File: config.mk
export PLATFORM = sky130hd
export DESIGN_NAME = usr_shift_sequencer
export DESIGN_NICKNAME = d
export VERILOG_FILES = /design/src/rtl/usr_pkg.sv /design/src/rtl/usr_shift_counter.sv /design/src/rtl/usr_shift_sequencer.sv
export SDC_FILE = /design/constraint.sdc
export NUM_CORES = 1
export LEC_CHECK = 0
export ABC_CLOCK_PERIOD_IN_PS = 1800
export BUFFER_PORTS_ARGS = -buffer_cell sky130_fd_sc_hd__buf_4
export CORE_MARGIN = 2
export CORE_UTILIZATION = 35
export CTS_CLUSTER_DIAMETER = 80
export DETAILED_ROUTE_END_ITERATION = 16
export PLACE_DENSITY_LB_ADDON = 0.2
export SLEW_MARGIN = 20
export SYNTH_ARGS = -nofsm -noshare
export SYNTH_HDL_FRONTEND = slang
export SYNTH_SLANG_ARGS = --single-unit
File: constraint.sdc
create_clock -name clk -period 1.8 [get_ports clk]
set_clock_uncertainty 0.05 [all_clocks]
set_input_delay 0.09 -clock clk [delete_from_list [all_inputs] [get_ports clk]]
set_output_delay 0.09 -clock clk [all_outputs]
set_load 0.01 [all_outputs]
File: src/rtl/usr_pkg.sv
// Shared encodings for the universal shift register and its sequencer.
package usr_pkg;

  // USR mode encodings
  localparam logic [1:0] MODE_HOLD = 2'b00;
  localparam logic [1:0] MODE_SHR  = 2'b01;
  localparam logic [1:0] MODE_SHL  = 2'b10;
  localparam logic [1:0] MODE_LOAD = 2'b11;

  // Command opcodes
  localparam logic [1:0] OP_LOAD = 2'b00;
  localparam logic [1:0] OP_SHR  = 2'b01;
  localparam logic [1:0] OP_SHL  = 2'b10;
  localparam logic [1:0] OP_ROTR = 2'b11;

  // Sequencer states
  localparam logic [1:0] ST_IDLE  = 2'b00;
  localparam logic [1:0] ST_LOAD  = 2'b01;
  localparam logic [1:0] ST_SHIFT = 2'b10;
  localparam logic [1:0] ST_DONE  = 2'b11;

  // Shift direction used by each shift opcode; rotate-right reuses the
  // right-shift mode with the LSB fed back into the MSB.
  function automatic logic [1:0] op_to_mode(input logic [1:0] op);
    logic [1:0] mode;
    case (op)
      OP_LOAD: mode = MODE_LOAD;
      OP_SHL:  mode = MODE_SHL;
      default: mode = MODE_SHR;
    endcase
    return mode;
  endfunction

endpackage

File: src/rtl/usr_shift_counter.sv
// Loadable down-counter tracking how many shift cycles remain.
module usr_shift_counter #(
  parameter int CNT_W = 4
) (
  input  logic             clk,
  input  logic             rst_n,
  input  logic             ena,
  input  logic             load,
  input  logic [CNT_W-1:0] load_val,
  input  logic             dec,
  output logic [CNT_W-1:0] count,
  output logic             is_zero,
  output logic             is_one
);

  logic [CNT_W-1:0] count_q;
  logic [CNT_W-1:0] count_d;

  // Next count: load wins over decrement; never wraps below zero.
  always_comb begin
    count_d = count_q;
    if (ena) begin
      if (load) begin
        count_d = load_val;
      end else if (dec && (count_q != '0)) begin
        count_d = count_q - CNT_W'(1);
      end
    end
  end

  // Counter register.
  always_ff @(posedge clk or negedge rst_n) begin
    if (!rst_n) begin
      count_q <= '0;
    end else begin
      count_q <= count_d;
    end
  end

  assign count   = count_q;
  assign is_zero = (count_q == '0);
  assign is_one  = (count_q == CNT_W'(1));

endmodule

File: src/rtl/usr_shift_sequencer.sv
// Command-driven controller that steps an 8-bit universal shift register
// through load, shift and rotate operations and reports the final value.
module usr_shift_sequencer
  import usr_pkg::*;
#(
  parameter int WIDTH = 8,
  parameter int CNT_W = 4
) (
  input  logic             clk,
  input  logic             rst_n,
  input  logic             ena,
  input  logic             cmd_valid,
  output logic             cmd_ready,
  input  logic [1:0]       cmd_op,
  input  logic [CNT_W-1:0] cmd_count,
  input  logic             cmd_fill,
  input  logic [WIDTH-1:0] cmd_data,
  output logic [1:0]       usr_mode,
  output logic             usr_sin_left,
  output logic             usr_sin_right,
  output logic [WIDTH-1:0] usr_pdata,
  input  logic [WIDTH-1:0] usr_q,
  output logic             busy,
  output logic             done,
  output logic [WIDTH-1:0] result
);

  logic [1:0]       state_q,  state_d;
  logic [1:0]       op_q,     op_d;
  logic             fill_q,   fill_d;
  logic [WIDTH-1:0] data_q,   data_d;
  logic [WIDTH-1:0] result_q, result_d;

  logic             cnt_load;
  logic             cnt_dec;
  logic [CNT_W-1:0] cnt_value;
  logic             cnt_is_zero;
  logic             cnt_is_one;

  usr_shift_counter #(
    .CNT_W(CNT_W)
  ) u_counter (
    .clk     (clk),
    .rst_n   (rst_n),
    .ena     (ena),
    .load    (cnt_load),
    .load_val(cmd_count),
    .dec     (cnt_dec),
    .count   (cnt_value),
    .is_zero (cnt_is_zero),
    .is_one  (cnt_is_one)
  );

  // State transitions and command capture; everything freezes while ena is low.
  always_comb begin
    state_d  = state_q;
    op_d     = op_q;
    fill_d   = fill_q;
    data_d   = data_q;
    result_d = result_q;
    cnt_load = 1'b0;
    cnt_dec  = 1'b0;
    if (ena) begin
      case (state_q)
        ST_IDLE: begin
          if (cmd_valid) begin
            op_d     = cmd_op;
            fill_d   = cmd_fill;
            data_d   = cmd_data;
            cnt_load = 1'b1;
            if (cmd_op == OP_LOAD) begin
              state_d = ST_LOAD;
            end else if (cmd_count == '0) begin
              state_d = ST_DONE;
            end else begin
              state_d = ST_SHIFT;
            end
          end
        end
        ST_LOAD: begin
          state_d = ST_DONE;
        end
        ST_SHIFT: begin
          cnt_dec = 1'b1;
          if (cnt_is_one || cnt_is_zero) begin
            state_d = ST_DONE;
          end
        end
        default: begin
          result_d = usr_q;
          state_d  = ST_IDLE;
        end
      endcase
    end
  end

  // Sequencer state and latched command fields.
  always_ff @(posedge clk or negedge rst_n) begin
    if (!rst_n) begin
      state_q  <= ST_IDLE;
      op_q     <= OP_LOAD;
      fill_q   <= 1'b0;
      data_q   <= '0;
      result_q <= '0;
    end else begin
      state_q  <= state_d;
      op_q     <= op_d;
      fill_q   <= fill_d;
      data_q   <= data_d;
      result_q <= result_d;
    end
  end

  // USR mode and serial inputs decoded from the registered state; rotate
  // feeds the current LSB straight back into the MSB.
  always_comb begin
    usr_mode      = MODE_HOLD;
    usr_sin_left  = 1'b0;
    usr_sin_right = 1'b0;
    if (ena) begin
      if (state_q == ST_LOAD) begin
        usr_mode = MODE_LOAD;
      end else if (state_q == ST_SHIFT) begin
        usr_mode = op_to_mode(op_q);
      end
    end
    if (state_q == ST_SHIFT) begin
      case (op_q)
        OP_SHR:  usr_sin_left  = fill_q;
        OP_SHL:  usr_sin_right = fill_q;
        OP_ROTR: usr_sin_left  = usr_q[0];
        default: usr_sin_left  = 1'b0;
      endcase
    end
  end

  assign cmd_ready = ena && (state_q == ST_IDLE);
  assign busy      = (state_q != ST_IDLE);
  assign done      = ena && (state_q == ST_DONE);
  assign usr_pdata = data_q;
  assign result    = result_q;

endmodule

======== Yosys cells after proc, flatten, opt, wreduce, memory -nomap -nowiden ========
Index checks and enable logic that the tools add are counted.
Widths: inputs -> output; s select.
word-level totals
  flip-flop bits (word level) ............. 25
  word-level logic and storage cells ...... 54
  input port bits ......................... 27
  output and inout bits ................... 23
cells by class
  bitwise gates (word level) .............. 1
  reductions and logical operators ........ 17
  equal/unequal tests ..................... 9
  mux-type cells .......................... 20
  add/sub/neg operators ................... 1
operator list
  kind                 count
  $mux 2               6
  $mux 1               9
  $eq 2x2->1 const B   4
  $logic_not 4->1      2
  $mux 4               2
  $logic_not 2->1      3
  $pmux 2 s3           1
  $reduce_and 3->1     2
  $eq 2x1->1 const B   2
  $eq 4x1->1 const B   1
  $ne 2x2->1 const B   2
  $pmux 2 s2           1
  $reduce_and 2->1     2
  $reduce_bool 2->1    2
  $reduce_bool 4->1    1
  $sub 4x1->4 const B  1
  $logic_and 1x1->1    3
  $reduce_or 3->1      1
  $pmux 1 s2           1
  $logic_or 1x1->1     1
  $not 1->1            1

======== Longest topological paths before layout ========
  depth after elaboration ................. 6
  depth in mapped cells ................... 7
  depth with buffers taken out ............ 6

======== Hierarchy ========
Synthesis repeated with hierarchy kept, for this count alone.
second synthesis, totals
  cells, all modules ...................... 106
  area total of the unflattened synthesis .. 1,306.3 um2
by module, submodules not included
  module               area an instance (um2)  cells an instance  times used
  usr_shift_sequencer  1,008.5                 74                 1
  usr_shift_counter    297.8                   32                 1

======== Least setup slack after synthesis ========
OpenSTA, ideal clock, no wires.
  path kind ............................... flip-flop to flip-flop
  from .................................... register state_q[0]
  to ...................................... register u_counter.count_q[1] (netlist: u_counter.count[1])
  arrival ................................. 1.415 ns
  clock period less this slack ............ 1.543 ns
  buffers on the path ..................... 0
  setup time .............................. 0.077 ns
  required time ........................... 1.673 ns
  path slack .............................. 0.257 ns
  cell stages (with the launch flop) ...... 7
  cells stage by stage .................... dfrtp_1 > inv_1 > ha_1 > nand2_1 > a21oi_1 > mux2_2 > a21oi_1
between the ends
  word-level cells in the longest chain between the ends .. 6
  elaborated cells between the ends (all ways) .. 10
  classes of those cells .................. eq/ne: 1; mux: 5; reduce/logical: 4
RTL lines
  element                      RTL line                    RTL
  from (decl)                  usr_shift_sequencer.sv:28   logic [1:0] state_q, state_d;
  from (signal assigned)       usr_shift_sequencer.sv:106  state_q <= state_d;
  $eq 2x2->1                   usr_shift_sequencer.sv:64   case (state_q)
  $mux 1                       usr_shift_sequencer.sv:64
  $mux 1                       usr_shift_sequencer.sv:63   if (ena) begin
  $logic_and 1x1->1            usr_shift_counter.sv:25     end else if (dec && (count_q != '0)) begin
  $reduce_bool 2->1 (no line)  -
  $reduce_and 2->1 (no line)   -
  to (signal assigned)         usr_shift_counter.sv:36     count_q <= count_d;
  to (decl)                    usr_shift_counter.sv:16     logic [CNT_W-1:0] count_q;
Parallel ways exist; a longest one is shown, timed or not.
A chain may end at the register's enable or synchronous reset.

======== Worst setup path after layout ========
  from .................................... register state_q[0]
  to ...................................... output usr_sin_right
between the ends
  word-level cells in the longest chain between the ends .. 2
RTL lines
  element     RTL line                    RTL
  $eq 2x2->1  usr_shift_sequencer.sv:127  if (state_q == ST_SHIFT) begin
  $mux 1      usr_shift_sequencer.sv:127
  to (decl)   usr_shift_sequencer.sv:20   output logic usr_sin_right,
Every way passes these cells.

==> flow_metrics.py <==
metrics = {
    "logic_synthesis": {
        "synth_edf_count": 0,
        "ys_top_cells_by_area": "dfrtp_1, mux2_2, ha_1, a21oi_1, mux2_4",
        "yosys.area.top_type": "dfrtp_1",
        "synth_cell_types": 24,
        "yosysTopAreaCellShare_pct": 51.44,
        "yosysMostFrequentCell": "dfrtp_1",
        "netlist_instances": 100,
        "async_flop_share_pct": 100.0,
        "yosys-top-cells-count": "dfrtp_1, mux2_2, a21oi_1, nor2_1, inv_1",
        "syn_area_um2": 1216,
        "avgSynthCellArea_um2": 12.16,
        "synth_warnings": 0,
        "synth_seq_cells": 25,
        "seq_area_frac_synth_pct": 51.44,
        "syn_nets": 133,
        "synth-main-ff-cell": "dfrtp_1",
    },
    "route": {
        "wl_per_cell_um": 12.01,
        "drtIter0Drc": 52,
        "ant_nets": 0,
        "vias": 995,
        "route.detailed.drc": 0,
        "drt-total-wl_mm": 2.690,
        "avgViaCountPerCell": 4.442,
        "firstDrtPassIters": 4,
    },
    "grt": {
        "grt_pass1_wl_mm": 4.464,
        "grt_pass1_vias": 1022,
        "antenna_found_initial": 0,
        "grt_start_max_net_pins": 26,
        "grt-ovfl-total": 0,
        "grt_use_total_pct": 14.10,
    },
    "worst_setup_path": {
        "slowest_stage": "dfrtp_1",
        "cp-end-kind": "primary output",
        "cp_top_family": "flip-flops",
        "cp_num_buf_inv": 3,
        "arrival_ns": 1.59,
        "cp_max_fo": 5,
        "crit_top_cell": "buf_4",
        "critPathKind": "flop to primary output",
        "worstPathRequired_ns": 1.66,
        "start_kind": "flop",
        "path_cells": "inv_1, ha_2, buf_4, nor2b_2, and3_1, buf_4",
        "cpPeakStageDelay_ns": 0.40,
    },
    "cts": {
        "cts_root_buf": "clkbuf_4",
        "cts-buffers-inserted": 3,
        "cts_tree": "built",
        "htree_levels": 1,
        "clk-insertion-delay-late_ns": 0.31,
        "clk_pin_slew_worst_paths_ns": 0.13,
        "cts.sinks": 25,
        "clockBufferDepth": 2,
    },
    "layout": {
        "drive_gt1_share_pct": 44.94,
        "multi_input_area_um2": 558.0,
        "antenna_cells": 0,
        "utilization_pct": 57.44,
        "final_nets": 212,
        "seqCellArea_um2": 625.6,
        "layout.cells.non_filler": 224,
        "nFillCells": 308,
        "syn2layout_area_growth_pct": 57.61,
    },
    "sta": {
        "setup_viol": 0,
        "fmax_ghz": 0.5769,
        "slew_viol_final": 0,
        "finalHoldViolCount": 0,
        "fin_crit_ns": 1.733,
        "maxSlewHeadroom_pct": 76.14,
        "tightest_slew_ns": 0.3571,
        "fin_crit_sh_pct": 96.29,
    },
    "placed_design": {
        "port_buffers": 49,
        "finalWeightedCongestion": 0.7520,
        "placedCellCount": 195,
        "dp_hpwl_mm": 1.853,
    },
    "die": {
        "start_util_pct": 36.45,
        "die-width_um": 62.95,
        "core_um2": 3337,
        "fp.dieArea_um2": 3962,
        "chipHeight_um": 62.95,
        "pin_count": 50,
        "rows": 21,
    },
    "power_and_ir_drop": {
        "power_frac_comb_pct": 52.3,
        "p_clk_share_pct": 9.1,
        "total_power_uw": 2697,
        "vdd_drop_max_uv": 580.7,
        "intPower_uw": 1760,
        "swShare_pct": 34.73,
        "switchingPower_uw": 936.6,
        "pwr-share-seq_pct": 38.6,
        "leakagePower_uw": 0.0009347,
        "p_per_area_nw_per_um2": 1407,
    },
    "outcome": {
        "run_status": "finished clean",
    },
    "flow_run": {
        "maxCapViolCount": 0,
    },
    "worst_hold_path": {
        "hold_path_class": "primary input to async pin",
    },
}
## registers in the layout, summed over array words and instances, names as in the netlist
register	flops
result	8
state_q	2
usr_pdata	8
u_counter.count	4
fill_q	1
op_q	2
## cell type report
| cell class | count | share of cell area [%] |
|---|---|---|
| clock buffer | 4 | 1.371 |
| inverter | 7 | 1.371 |
| multi-input combinational | 67 | 29.11 |
| sequential | 25 | 32.64 |
| tap | 46 | 3.003 |
| timing repair buffer | 75 | 32.51 |
## kinds of logic (layout without fill, tap and decap cells)
kind of cell	Yosys count	in the layout	synth area share, %
DFF	25	25	51.44
buffers and inverters	8	86	3.087
AOI/OAI and AO/OA	14	14	6.379
and+or+nand+nor	22	22	9.568
adders and majority gates	6	6	6.173
muxes	24	24	22.63
xor gates and xnor gates	1	1	0.7203
## cell usage in the layout (no fill, tap or decap), types with 2 or more instances in the layout
cell type	count
buf_4	51
a21oi_1	8
mux2_4	2
inv_1	7
o21ai_0	3
ha_1	5
nor4_1	2
dlygate4sd3_1	24
clkbuf_4	3
dfrtp_1	25
nand2_1	3
nor2_1	8
mux2_2	20
mux2i_1	2
## path summary, 6_finish.rpt
| check | cells after the start | endpoint | slack, ns | startpoint |
|---|---|---|---|---|
| max | 6 | usr_sin_right | 0.07 | state_q[0] |
| min | 2 | usr_pdata[6] | 0.15 | rst_n |
| max reg2reg | 5 | op_q[0] | 0.20 | state_q[1] |
| min reg2reg | 1 | result[1] | 0.47 | result[1] |
| max in group asynchronous | 2 | result[4] | 1.30 | rst_n |
| min in group clk | 4 | u_counter.count[2] | 0.15 | cmd_valid |
## power groups by stage
stage | Combinational [uW] | Sequential (uW) | Clock, uW
2_1_floorplan | 717 | 1110 | 0
3_3_place_gp | 1320 | 1040 | 0
3_5_place_dp | 1350 | 1050 | 0
4_1_cts | 1390 | 1040 | 259
5_1_grt | 1550 | 1090 | 279
6_report | 1410 | 1040 | 245
## through the flow
step	hold WS, ns	setup WS [ns]	TNS [ns]	area [um^2]
after floorplan	-0.2556	0.2573	0	1216
after global routing	0.1787	-0.001571	-0.001571	1917
after global placement	-0.04232	0.2440	0	1638
final	0.1469	0.06672	0	1917
after CTS	0.1475	0.01082	0	1904
after detailed placement	-0.03760	0.1985	0	1638
## routing by layer
layer  vias up  track usage, %  share of wire, %
met2        21           25.80                55
met3         2           1.261               3.3
met4         0           5.833              0.78
met1       472           16.76                41
met5         -               0                 0
li1        500               -                 -
## what timing repair did
item | in CTS | in global routing
endpoints found under the hold margin | 48 | 0
gates resized for setup | 0 | 2
setup buffers | 0 | 1
endpoints found under the setup margin | 0 | 2
hold buffers | 24 | 0
Power figures use the tool's default switching activity.
